[src/rtl/subset_scan_ctrl.sv]
// Sweeps every grid position into the Subset evaluator, one per cycle,
// and counts how many of its responses report the point as activated.
module subset_scan_ctrl #(
  parameter int GRID_W = 8,
  parameter int GRID_H = 8,
  parameter int CNT_W  = 8
) (
  input  logic             clk,
  input  logic             rst,
  input  logic             en,
  input  logic [23:0]      central,
  input  logic [23:0]      radius_square,
  input  logic [1:0]       mode,
  output logic             sub_en,
  output logic [23:0]      sub_central,
  output logic [23:0]      sub_radius_square,
  output logic [1:0]       sub_mode,
  output logic [7:0]       sub_position,
  input  logic             sub_valid,
  input  logic             sub_activated,
  output logic             busy,
  output logic             valid,
  output logic [CNT_W-1:0] candidate
);

  typedef enum logic [1:0] {
    IDLE,
    ISSUE,
    DRAIN,
    DONE
  } state_t;

  localparam logic [CNT_W-1:0] TOTAL  = CNT_W'(GRID_W * GRID_H);
  localparam logic [3:0]       X_LAST = 4'(GRID_W);

  state_t           state_q, state_d;
  logic [CNT_W-1:0] issue_cnt_q, issue_cnt_d;
  logic [CNT_W-1:0] resp_cnt_q, resp_cnt_d;
  logic [CNT_W-1:0] acc_q, acc_d;
  logic [3:0]       x_q, x_d;
  logic [3:0]       y_q, y_d;
  logic             sub_en_q, sub_en_d;
  logic [7:0]       sub_pos_q, sub_pos_d;
  logic [23:0]      sub_central_q, sub_central_d;
  logic [23:0]      sub_rsq_q, sub_rsq_d;
  logic [1:0]       sub_mode_q, sub_mode_d;
  logic             busy_q, busy_d;
  logic             valid_q, valid_d;
  logic [CNT_W-1:0] cand_q, cand_d;

  logic             resp_take;
  logic [CNT_W-1:0] resp_cnt_nx;
  logic [CNT_W-1:0] acc_nx;

  // Responses count in both ISSUE and DRAIN so a response landing on the
  // same cycle as an issue is never lost; surplus responses are dropped.
  always_comb begin
    resp_take   = (state_q == ISSUE || state_q == DRAIN) && sub_valid &&
                  (resp_cnt_q != TOTAL);
    resp_cnt_nx = resp_cnt_q + {{(CNT_W-1){1'b0}}, resp_take};
    acc_nx      = acc_q + {{(CNT_W-1){1'b0}}, resp_take & sub_activated};
  end

  always_comb begin
    state_d       = state_q;
    issue_cnt_d   = issue_cnt_q;
    resp_cnt_d    = resp_cnt_q;
    acc_d         = acc_q;
    x_d           = x_q;
    y_d           = y_q;
    sub_en_d      = 1'b0;
    sub_pos_d     = sub_pos_q;
    sub_central_d = sub_central_q;
    sub_rsq_d     = sub_rsq_q;
    sub_mode_d    = sub_mode_q;
    busy_d        = busy_q;
    valid_d       = 1'b0;
    cand_d        = cand_q;

    case (state_q)
      IDLE: begin
        if (en) begin
          sub_central_d = central;
          sub_rsq_d     = radius_square;
          sub_mode_d    = mode;
          issue_cnt_d   = '0;
          resp_cnt_d    = '0;
          acc_d         = '0;
          x_d           = 4'd1;
          y_d           = 4'd1;
          busy_d        = 1'b1;
          state_d       = ISSUE;
        end
      end

      ISSUE: begin
        resp_cnt_d = resp_cnt_nx;
        acc_d      = acc_nx;
        if (issue_cnt_q != TOTAL) begin
          sub_en_d    = 1'b1;
          sub_pos_d   = {x_q, y_q};
          issue_cnt_d = issue_cnt_q + 1'b1;
          if (x_q == X_LAST) begin
            x_d = 4'd1;
            y_d = y_q + 4'd1;
          end else begin
            x_d = x_q + 4'd1;
          end
        end else if (resp_cnt_nx == TOTAL) begin
          valid_d = 1'b1;
          cand_d  = acc_nx;
          state_d = DONE;
        end else begin
          state_d = DRAIN;
        end
      end

      DRAIN: begin
        resp_cnt_d = resp_cnt_nx;
        acc_d      = acc_nx;
        if (resp_cnt_nx == TOTAL) begin
          valid_d = 1'b1;
          cand_d  = acc_nx;
          state_d = DONE;
        end
      end

      DONE: begin
        busy_d  = 1'b0;
        state_d = IDLE;
      end

      default: state_d = IDLE;
    endcase
  end

  always_ff @(posedge clk or posedge rst) begin
    if (rst) begin
      state_q       <= IDLE;
      issue_cnt_q   <= '0;
      resp_cnt_q    <= '0;
      acc_q         <= '0;
      x_q           <= '0;
      y_q           <= '0;
      sub_en_q      <= 1'b0;
      sub_pos_q     <= '0;
      sub_central_q <= '0;
      sub_rsq_q     <= '0;
      sub_mode_q    <= '0;
      busy_q        <= 1'b0;
      valid_q       <= 1'b0;
      cand_q        <= '0;
    end else begin
      state_q       <= state_d;
      issue_cnt_q   <= issue_cnt_d;
      resp_cnt_q    <= resp_cnt_d;
      acc_q         <= acc_d;
      x_q           <= x_d;
      y_q           <= y_d;
      sub_en_q      <= sub_en_d;
      sub_pos_q     <= sub_pos_d;
      sub_central_q <= sub_central_d;
      sub_rsq_q     <= sub_rsq_d;
      sub_mode_q    <= sub_mode_d;
      busy_q        <= busy_d;
      valid_q       <= valid_d;
      cand_q        <= cand_d;
    end
  end

  assign sub_en            = sub_en_q;
  assign sub_position      = sub_pos_q;
  assign sub_central       = sub_central_q;
  assign sub_radius_square = sub_rsq_q;
  assign sub_mode          = sub_mode_q;
  assign busy              = busy_q;
  assign valid             = valid_q;
  assign candidate         = cand_q;

endmodule

[config.mk]
export PLATFORM = sky130hd
export DESIGN_NAME = subset_scan_ctrl
export DESIGN_NICKNAME = d
export VERILOG_FILES = /design/src/rtl/subset_scan_ctrl.sv
export SDC_FILE = /design/constraint.sdc
export NUM_CORES = 1
export LEC_CHECK = 0
export ABC_CLOCK_PERIOD_IN_PS = 12000
export CAP_MARGIN = 20
export CORE_UTILIZATION = 30
export CTS_BUF_LIST = sky130_fd_sc_hd__clkbuf_16
export DETAILED_ROUTE_END_ITERATION = 8
export PLACE_DENSITY = 0.63
export REMOVE_ABC_BUFFERS = 1
export SKIP_CTS_REPAIR_TIMING = 1
export SLEW_MARGIN = 40
export SYNTH_ARGS = -nofsm -noshare
export SYNTH_HDL_FRONTEND = slang
export SYNTH_SLANG_ARGS = --single-unit
[constraint.sdc]
create_clock -name clk -period 12 [get_ports clk]
set_input_delay 3.6 -clock clk [delete_from_list [all_inputs] [get_ports clk]]
set_output_delay 3.6 -clock clk [all_outputs]
set_load 0.05 [all_outputs]
== Yosys cells after proc, flatten, opt, wreduce, memory -nomap -nowiden ==
Index checks and enable logic that the tools add are counted.
Storage, ports and cells
  memories: 0
  latch bits: 0
  word-level logic and storage cells: 76
  bits in registers: 103
  bits in writable memories: 0
  output and inout port bits: 69
  input port bits: 55
  bits in read-only memories: 0
Cells by class
  eq/ne operators: 12
  bitwise logic cells: 1
  magnitude comparators: 0
  reductions and logical operators: 17
  multiplexer cells: 27
  divide/modulo/power cells: 0
  $mul: 0
  add/subtract/negate cells: 5
  shifts and indexed selects: 0
Operator list (count)
  8-bit case mux with 2 select lines: 4
  8-bit 2-to-1 mux: 4
  4-bit 2-to-1 mux: 5
  8-bit by 1-bit adder with 8-bit output: 2
  8-bit by 7-bit != test with 1-bit output (second input constant): 2
  4-bit case mux with 2 select lines: 2
  2-bit AND reduction: 5
  4-bit by 1-bit adder with 4-bit output (second input constant): 2
  8-bit by 1-bit adder with 8-bit output (second input constant): 1
  8-bit by 7-bit == test with 1-bit output (second input constant): 1
  2-bit case mux with 4 select lines: 1
  2-bit nonzero test: 4
  1-bit 2-to-1 mux: 6
  2-bit 2-to-1 mux: 3
  2-bit by 1-bit != test with 1-bit output (second input constant): 3
  3-bit AND reduction: 2
  2-bit == test (second input constant): 2
  4-bit == test (second input constant): 1
  2-bit != test (second input constant): 2
  1-bit case mux with 2 select lines: 2
  4-bit AND reduction: 1
  2-bit by 1-bit == test with 1-bit output (second input constant): 1
  1-bit logical AND: 2
  2-bit zero test: 1
  other kinds (3): 3

== Depth between registers and ports, before layout ==
Gate-level depths: netlist (run 1).
  word-level depth: 9
  depth in mapped cells: 12
  mapped depth without buffers: 11

== Worst setup path after synthesis (run 1) ==
No wires, ideal clock.
  path kind: input to register
  start point: in sub_valid
  end point: reg cand_q[0] (netlist: candidate[0])
  buffers on the path: 0
  data arrival time: 5.549 ns
  slack: 6.326 ns
  cell stages on the path: 9
  required time: 11.875 ns
  cell sequence: nand2_1 a31oi_1 ha_1 ha_1 nor2_1 nand4_1 o31a_1 nor3_2 mux2_2
Between the ends
  word-level cells in the longest chain between the ends: 7
  elaborated cells on any way between the ends: 9
  those cells by class: add/sub: 2; eq/ne: 1; mux: 3; bitwise: 1; reduce/logical: 2
RTL lines
  start, declared: RTL line 19  | input logic sub_valid,
  1-bit logical AND (*) (2 in series): RTL line 58  | resp_take = (state_q == ISSUE || state_q == DRAIN) && sub_valid &&
  8-bit by 1-bit adder with 8-bit output or 1-bit AND (tied branches): RTL line 60, 61
  8-bit by 7-bit == test with 1-bit output or 8-bit by 1-bit adder with 8-bit output (tied branches): RTL line 109, 121, 61
  8-bit 2-to-1 mux (*): RTL line 109, 121
  8-bit 2-to-1 mux: RTL line 99  | if (issue_cnt_q != TOTAL) begin
  8-bit case mux with 2 select lines (*): RTL line 80  | case (state_q)
  end signal, assigned: RTL line 167  | cand_q <= cand_d;
  end, declared: RTL line 49  | logic [CNT_W-1:0] cand_q, cand_d;
Mark *: on every way between the ends. The rest lies on a longest branch, timed or not. The select of a mux whose other input is x is not followed.
A chain may end at the register's enable or synchronous reset.

== Worst setup path after layout (run 1) ==
  start point: in sub_valid
  end point: reg cand_q[5] (netlist: candidate[5])
The elaborated chain is that of the path after synthesis.

==> results of run 1 <==
-- stage by stage --
stage,instances,instance area [sq um]
after floorplan,369,4500
after global placement,677,5980
after detailed placement,677,5990
after CTS,693,6260
after global routing,693,6260
final,693,6260
-- critical path, cell delays in order --
cell             delay (ps)
clkdlybuf4s50_1         460
nand2_1                  50
a31oi_1                 220
ha_1                    230
ha_1                    250
nor2_1                  140
nand4_1                 110
o31a_1                  330
nor3_2                  550
mux2_2                  410
-- how the worst min path moves through the flow --
stage                                startpoint                     endpoint
floorplan                  acc_q[7]$_DFFE_PP0P_         acc_q[7]$_DFFE_PP0P_
global placement    sub_position[1]$_DFFE_PP0P_  sub_position[1]$_DFFE_PP0P_
detailed placement  sub_position[1]$_DFFE_PP0P_  sub_position[1]$_DFFE_PP0P_
CTS                 sub_position[1]$_DFFE_PP0P_  sub_position[1]$_DFFE_PP0P_
global route        sub_position[1]$_DFFE_PP0P_  sub_position[1]$_DFFE_PP0P_
finish              sub_position[1]$_DFFE_PP0P_  sub_position[1]$_DFFE_PP0P_
-- registers in the layout, indices dropped and copies added (netlist names) --
signal,cells
sub_en,1
candidate,8
acc_q,8
issue_cnt_q,8
y_q,4
sub_mode,2
valid,1
resp_cnt_q,8
x_q,4
busy,1
sub_radius_square,24
state_q,2
sub_central,24
sub_position,8
-- cell families (layout without fill, tap and decap cells) --
| family | Yosys count | in the layout | synth area share |
|---|---|---|---|
| buf+inv | 26 | 150 | 0.0251 |
| compound gates | 57 | 57 | 0.0792 |
| flops | 103 | 103 | 0.563 |
| xor+xnor | 16 | 16 | 0.0306 |
| fa+ha+maj | 13 | 13 | 0.0355 |
| mux | 63 | 63 | 0.155 |
| simple gates | 107 | 107 | 0.113 |
-- layout make-up --
| cell class | instances | area (sq um) |
|---|---|---|
| Fill cell | 1385 | 8440 |
| Sequential cell | 103 | 2580 |
| Multi-Input combinational cell | 256 | 1900 |
| Timing Repair Buffer | 124 | 1240 |
| Tap cell | 184 | 230 |
| Clock buffer | 9 | 225 |
| Clock inverter | 7 | 40.0 |
| Inverter | 10 | 40.0 |
-- per-layer routing --
layer	vias up	GRT usage
li1	1585	-
met1	1616	0.168
met2	88	0.224
met3	21	0.0347
met4	0	0.0516
met5	-	0
-- power groups by stage --
stage | combinational, W | sequential, W | clock [W]
after floorplan | 0.000314 | 0.000898 | 0
after global placement | 0.000969 | 0.000546 | 0
after detailed placement | 0.000982 | 0.000553 | 0
after CTS | 0.000985 | 0.000548 | 0.000276
after global routing | 0.00104 | 0.000566 | 0.000288
final | 0.000976 | 0.000546 | 0.000263
-- placed cells by master, fill, tap and decap left out, drive strengths merged --
master	count
and2	3
mux2	62
a31oi	3
xor2	9
nand4bb	1
o22ai	1
xnor2	7
nor3	3
nand2	44
dfrtp	103
nand3	11
clkinv	5
or4b	1
a221o	1
nand3b	1
ha	13
o31a	2
a22o	5
nand4b	1
a211o	1
o31ai	8
clkdlybuf4s50	123
buf	1
nand2b	2
o221a	1
a21oi	6
nand4	7
inv	12
and3	8
nor3b	1
nor2b	1
mux2i	1
or3	3
o21ai	29
clkbuf	9
nor2	20
==> results_dict.tcl, run 1 <==
set metrics [dict create \
    reg2reg_slack_ps 8530 \
    root_buffer "clkbuf_16" \
    cell_internal_pwr_w 0.000969 \
    status "finished, violations left" \
    path_class "primary input to flop" \
    hpwl_um 7040 \
    yosysMostFrequentCell "dfrtp_1" \
    wl_per_cell_um 14.5 \
    clock_path_buffers 2 \
    cts_sinks 103 \
    met2_length_um 4940 \
    wl_met1_um 4380 \
    rows 44 \
    hold_path_class "flop to flop" \
    ioPinCount 124 \
    wl_um 10100 \
    rsz0062_at_grt "false" \
    synth_area_leaders "dfrtp_1 56%, mux2_2 15%, nand2_1 3.6%" \
    holdPathStages 2 \
    r2r.worst_path.cells 11 \
    yosys_register_bits 103 \
    synthArstFlopShare 1.00 \
    synth-edff-count 0 \
    crit_required_ps 12220 \
    slew-limit-headroom 0.439 \
    diodes 0 \
    violations "DRC" \
    grt_pass1_vias 3436 \
    place_ws_ps 5510 \
    worstReg2RegStart "state_q[0]$_DFFE_PP0P_" \
    cts_made_buffers 9 \
    drv_slew 0 \
    pwr-share-seq 0.306 \
    highest_layer "met4" \
    syn_inst 385 \
    clk_latency_ps 330 \
    synth_top_area_share 0.563 \
    pwr_density_cell_nw_per_um2 285 \
    drc 7 \
    critPathCaptureType "flop" \
    p_sw_w 0.000816 \
    p_leak_nw 2.71 \
    start_util 0.312 \
    worstPathMaxFanout 8 \
    fin_crit_sh 0.511 \
    via_count 3310 \
    syn_area_sq_um 4580 \
    htreeDepth 3 \
    max_freq_mhz 163 \
    postLayoutSetupSlackWorst_ps 5860 \
    fin_util 0.426 \
    routed_via_density 4.78 \
    die-area_sq_um 15800 \
    wl_met3_um 470 \
    grt_pass1_wl_um 17200 \
    grt_usage 0.135 \
    clk_pin_slew_worst_paths_ps 70 \
    arrival_ps 6360 \
    worstSetupEndpoint "candidate[5]$_DFFE_PP0P_" \
    min_period_ps 6140 \
    cap_violations 0 \
    grt.overflow.total 0 \
    cts_tree "yes" \
    synthTopCellsByCount "103 x dfrtp_1, 62 x mux2_2, 44 x nand2_1, 28 x o21ai_0, 20 x nor2_1" \
    area_growth_pct 36.5 \
    die_x_um 126 \
    worst_clock_skew_ps 5.26 \
    firstDrtPassIters 6 \
    antenna_found_initial 0 \
    worstMarginPinSlew_ps 825 \
    startpoint_type "primary input" \
    grt_max_degree 76 \
    hold_slack_ps 475 \
    finalHoldViolCount 0 \
    fin_setup_tns_ps 0 \
    synth_area_per_cell_sq_um 11.9 \
    netSwitchingFraction 0.457 \
    port_buffers 123 \
    reg2reg_to "candidate[5]$_DFFE_PP0P_" \
    yosysUniqueCellTypes 40 \
    setup_viol 0 \
    synth_flop_cell "dfrtp_1" \
    die-height_um 126 \
    synth_top_area_cell "dfrtp_1" \
    peakVddDrop_mv 0.142 \
    p_total_w 0.00179 \
    power_frac_comb 0.547 \
    place_congestion 0.819 \
    synth_warnings 0 \
    drtAntennaViolNets 0 \
    core_area_sq_um 14700 \
    crit_start "sub_valid" \
    drt_iter0_drc 155 \
    layout-drive-gt1-share 0.165 \
    ys_seq_area_frac 0.563 \
    final_nets 572 \
    p_clk_frac 0.147 \
]
(Power assumes the default switching activity.)
==> run 2, diff against run 1 <==
- ABC_CLOCK_PERIOD_IN_PS: 12000 -> 5500
- PLACE_DENSITY: 0.63 -> 0.65
- clock period: 12 -> 5.5 ns (I/O delays scaled with it)
==> run 2 against run 1 <==
  * The flow still finishes with violations (DRC)
  * Hold slack gained 5.7 ps
  * Final cell count grew 0.14%
  * Global-route usage grew 0.073 points
  * Critical endpoint is now candidate[0]$_DFFE_PP0P_
  * Highest routed layer unchanged
  * First-iteration DRC count grew 60%
  * Largest cell class unchanged
==> results_dict.tcl, run 2 (same netlist as run 1, synthesis figures left out) <==
set metrics [dict create \
    rsz0062_at_grt "false" \
    max_freq_mhz 238 \
    grt_usage 0.136 \
    die_x_um 126 \
    drv_slew 0 \
    drt_iter0_drc 248 \
    wl_um 10000 \
    core_area_sq_um 14700 \
    grt_max_degree 91 \
    grt_pass1_wl_um 17000 \
    wl_per_cell_um 14.4 \
    fin_crit_sh 0.763 \
    diodes 0 \
    startpoint_type "primary input" \
    fin_setup_tns_ps 0 \
    min_period_ps 4200 \
    grt.overflow.total 0 \
    via_count 3307 \
    p_leak_nw 2.71 \
    path_class "primary input to flop" \
    crit_required_ps 5730 \
    status "finished, violations left" \
    worstMarginPinSlew_ps 629 \
    layout-drive-gt1-share 0.171 \
    cts_made_buffers 9 \
    final_cell_mix "123 x clkdlybuf4s50_1, 103 x dfrtp_1, 62 x mux2_2, 43 x nand2_1, 28 x o21ai_0" \
    area_growth_pct 37.1 \
    arrival_ps 4430 \
    violations "DRC" \
    clock_path_buffers 2 \
    slew-limit-headroom 0.578 \
    root_buffer "clkbuf_16" \
    rows 44 \
    final_common_cell "clkdlybuf4s50_1" \
    hold_path_class "flop to flop" \
    critPathCaptureType "flop" \
    htreeDepth 3 \
    clk_latency_ps 350 \
    cp_slowest_cell "nor3_2" \
    start_util 0.312 \
    path_cells "clkdlybuf4s50_1, nand2_1, a31oi_1, ha_1, ha_1, nor2_1, nand4_1, o31a_1, nor3_2, mux2_2" \
    drc 20 \
    die-height_um 126 \
    setup_viol 0 \
    firstDrtPassIters 6 \
    cts_sinks 103 \
    p_total_w 0.00394 \
    peakVddDrop_mv 0.218 \
    antenna_found_initial 0 \
    pwr_density_cell_nw_per_um2 626 \
    cts_tree "yes" \
    cap_violations 0 \
    die-area_sq_um 15800 \
    worst_clock_skew_ps 5.98 \
    clk_pin_slew_worst_paths_ps 70 \
    slowest_delay_ps 540 \
    reg2reg_slack_ps 1970 \
    port_buffers 123 \
    ioPinCount 124 \
    worstPathMaxFanout 8 \
    place_congestion 0.779 \
    routed_via_density 4.77 \
    drtAntennaViolNets 0 \
    final_nets 573 \
    path_common_cell "ha_1" \
    finalHoldViolCount 0 \
    grt_pass1_vias 3408 \
    hpwl_um 7210 \
]
## run 2: cell types whose count changed in the layout (fill, tap and decap cells not counted), sizes merged
| cell | previous run | this run |
|---|---|---|
| buf | 1 | 2 |
| clkinv | 5 | 3 |
| clkinvlp | 0 | 2 |
## run 2: final timing paths
path | start | endpoint | cells after the start
setup / recovery | sub_valid | candidate[0]$_DFFE_PP0P_ | 10
hold / removal | sub_position[2]$_DFFE_PP0P_ | sub_position[2]$_DFFE_PP0P_ | 2
setup reg to reg | state_q[0]$_DFFE_PP0P_ | candidate[0]$_DFFE_PP0P_ | 11
hold reg to reg | sub_position[2]$_DFFE_PP0P_ | sub_position[2]$_DFFE_PP0P_ | 2
max in group asynchronous | rst | sub_mode[0]$_DFFE_PP0P_ | 3
min in group asynchronous | rst | sub_central[7]$_DFFE_PP0P_ | 2
## run 2: critical path, delay by kind of cell
family | cells | cell delay, ps
simple gates | 4 | 840
mux | 1 | 410
compound gates | 2 | 560
buf+inv | 1 | 460
fa+ha+maj | 2 | 500
## run 2: layer usage
metal,GRT usage,up-vias,part of all wire
li1,-,1596,-
met1,0.176,1592,0.44
met2,0.212,107,0.46
met3,0.0377,12,0.085
met4,0.0581,0,0.016
met5,0,-,0
## run 2: cell type report
type,instances,area [sq um]
well taps,184,230
repair buffers,125,1250
fillers,1352,8420
inverters,10,45.0
clock inverters,7,55.1
multi-input cells,256,1900
flip-flops and latches,103,2580
clock buffers,9,225
## run 2: stage by stage
| stage | setup slack, ps | std cells | utilization | hold WS (ps) | instance area [sq um] |
|---|---|---|---|---|---|
| 5_1_grt | 1120 | 694 | 0.427 | 502 | 6280 |
| 4_1_cts | 1280 | 694 | 0.427 | 483 | 6270 |
| 3_5_place_dp | 887 | 678 | 0.408 | 466 | 5990 |
| 2_1_floorplan | 1150 | 369 | - | 467 | 4500 |
| 6_report | 1300 | 694 | 0.427 | 481 | 6280 |
| 3_3_place_gp | 1060 | 678 | 0.407 | 464 | 5990 |
## run 2: report_power, final
| part | total, W | internal (W) | leakage [nW] | switching, W |
|---|---|---|---|---|
| combinational | 0.00215 | 0.000787 | 1.27 | 0.00136 |
| clock | 0.000603 | 0.000311 | 0.132 | 0.000292 |
| sequential | 0.00119 | 0.00103 | 1.30 | 0.000156 |
==> run 3, diff against run 2 <==
- ABC_CLOCK_PERIOD_IN_PS: 5500 -> 3900
- PLACE_DENSITY: 0.65 -> 0.63
- clock period: 5.5 -> 3.9 ns (I/O delays scaled with it)
==> run 3 against run 2 <==
  * The flow still finishes with violations (DRC)
  * Via count up 1.0%
  * Largest power group unchanged
  * Largest cell class unchanged
  * Utilization is 0.18 points higher
  * Setup slack worse by 890 ps
  * Register-to-register slack got worse by 1300 ps
  * First-iteration DRC count shrank 31%
==> results_dict.tcl, run 3 (same netlist as run 1, synthesis figures left out) <==
set metrics [dict create \
    final_nets 576 \
    clk_latency_ps 350 \
    layout-drive-gt1-share 0.170 \
    design_area_sq_um 6310 \
    cts_made_buffers 9 \
    setup_viol 0 \
    wl_per_cell_um 14.8 \
    grt_usage 0.143 \
    finalHoldViolCount 0 \
    cts_sinks 103 \
    worstMarginPinSlew_ps 638 \
    die_x_um 126 \
    final_common_cell "clkdlybuf4s50_1" \
    p_total_w 0.00559 \
    fin_util 0.429 \
    firstDrtPassIters 6 \
    rows 44 \
    root_buffer "clkbuf_16" \
    start_util 0.312 \
    die-height_um 126 \
    max_freq_mhz 287 \
    pwr_density_cell_nw_per_um2 886 \
    routed_via_density 4.79 \
    fin_crit_sh 0.895 \
    crit_required_ps 4140 \
    area_growth_pct 37.7 \
    port_buffers 123 \
    clock_path_buffers 2 \
    drc 7 \
    place_congestion 0.795 \
    hold_path_class "flop to flop" \
    grt_max_degree 46 \
    p_leak_nw 2.73 \
    cap_violations 0 \
    arrival_ps 3720 \
    worst_clock_skew_ps 8.91 \
    violations "DRC" \
    die-area_sq_um 15800 \
    grt_pass1_vias 3545 \
    status "finished, violations left" \
    clk_pin_slew_worst_paths_ps 70 \
    wl_um 10300 \
    cts_tree "yes" \
    drv_slew 0 \
    slew-limit-headroom 0.573 \
    startpoint_type "primary input" \
    fin_setup_tns_ps 0 \
    post_dp_cell_area_sq_um 6020 \
    worstPathMaxFanout 8 \
    grt_pass1_wl_um 17700 \
    hold_slack_ps 471 \
    critPathCaptureType "flop" \
    rsz0062_at_grt "false" \
    hpwl_um 7370 \
    drt_iter0_drc 171 \
    drtAntennaViolNets 0 \
    grt.overflow.total 0 \
    path_class "primary input to flop" \
    fillCellCount 1378 \
    min_period_ps 3490 \
    via_count 3341 \
    htreeDepth 3 \
    core_area_sq_um 14700 \
    peakVddDrop_mv 0.441 \
    final_cell_mix "123 x clkdlybuf4s50_1, 103 x dfrtp_1, 62 x mux2_2, 43 x nand2_1, 28 x o21ai_0" \
    diodes 0 \
    antenna_found_initial 0 \
    ioPinCount 124 \
]
run 3: routing by layer:
metal	vias to the layer above	global-route usage	wire length (um)
met3	21	0.0454	525
met2	96	0.245	5270
met4	0	0.0660	281
met5	-	0	0
met1	1625	0.162	4220
li1	1599	-	-
run 3: final timing paths:
kind	from	endpoint	slack [ps]	depth (start not counted)
max	sub_valid	candidate[3]$_DFFE_PP0P_	410	11
min	sub_position[2]$_DFFE_PP0P_	sub_position[2]$_DFFE_PP0P_	470	2
max reg2reg	state_q[0]$_DFFE_PP0P_	candidate[3]$_DFFE_PP0P_	630	12
min reg2reg	sub_position[2]$_DFFE_PP0P_	sub_position[2]$_DFFE_PP0P_	470	2
max in group asynchronous	rst	sub_radius_square[21]$_DFFE_PP0P_	1830	3
min in group asynchronous	rst	issue_cnt_q[5]$_DFFE_PP0P_	1250	2
run 3: stage by stage:
stage | std cells | setup slack (ps)
floorplan | 369 | 26.2
global placement | 681 | 177
detailed placement | 681 | 57.1
CTS | 697 | 430
global route | 697 | 310
finish | 697 | 411
run 3: final cells by class:
cell class	instances	area, sq um	share of cell area
clock buffer	9	225	0.0357
clock inverter	7	63.8	0.0101
inverter	10	40.0	0.00635
multi-input combinational	256	1890	0.300
sequential	103	2580	0.408
tap	184	230	0.0365
timing repair buffer	128	1280	0.203
run 3: worst max-delay path, cell delays in order:
cell             delay (ps)
clkdlybuf4s50_1         460
nand2_1                  50
a31oi_1                 240
ha_1                    240
ha_1                    260
nor2_1                  120
nand4_1                 110
o31a_1                  340
nor3_2                  170
buf_4                   210
mux2_2                  350
run 3: power breakdown:
part | switching, W | internal (W) | leakage [nW]
logic | 0.00191 | 0.00112 | 1.29
registers | 0.000223 | 0.00145 | 1.30
clock network | 0.000394 | 0.000492 | 0.140
total | 0.00253 | 0.00306 | 2.73
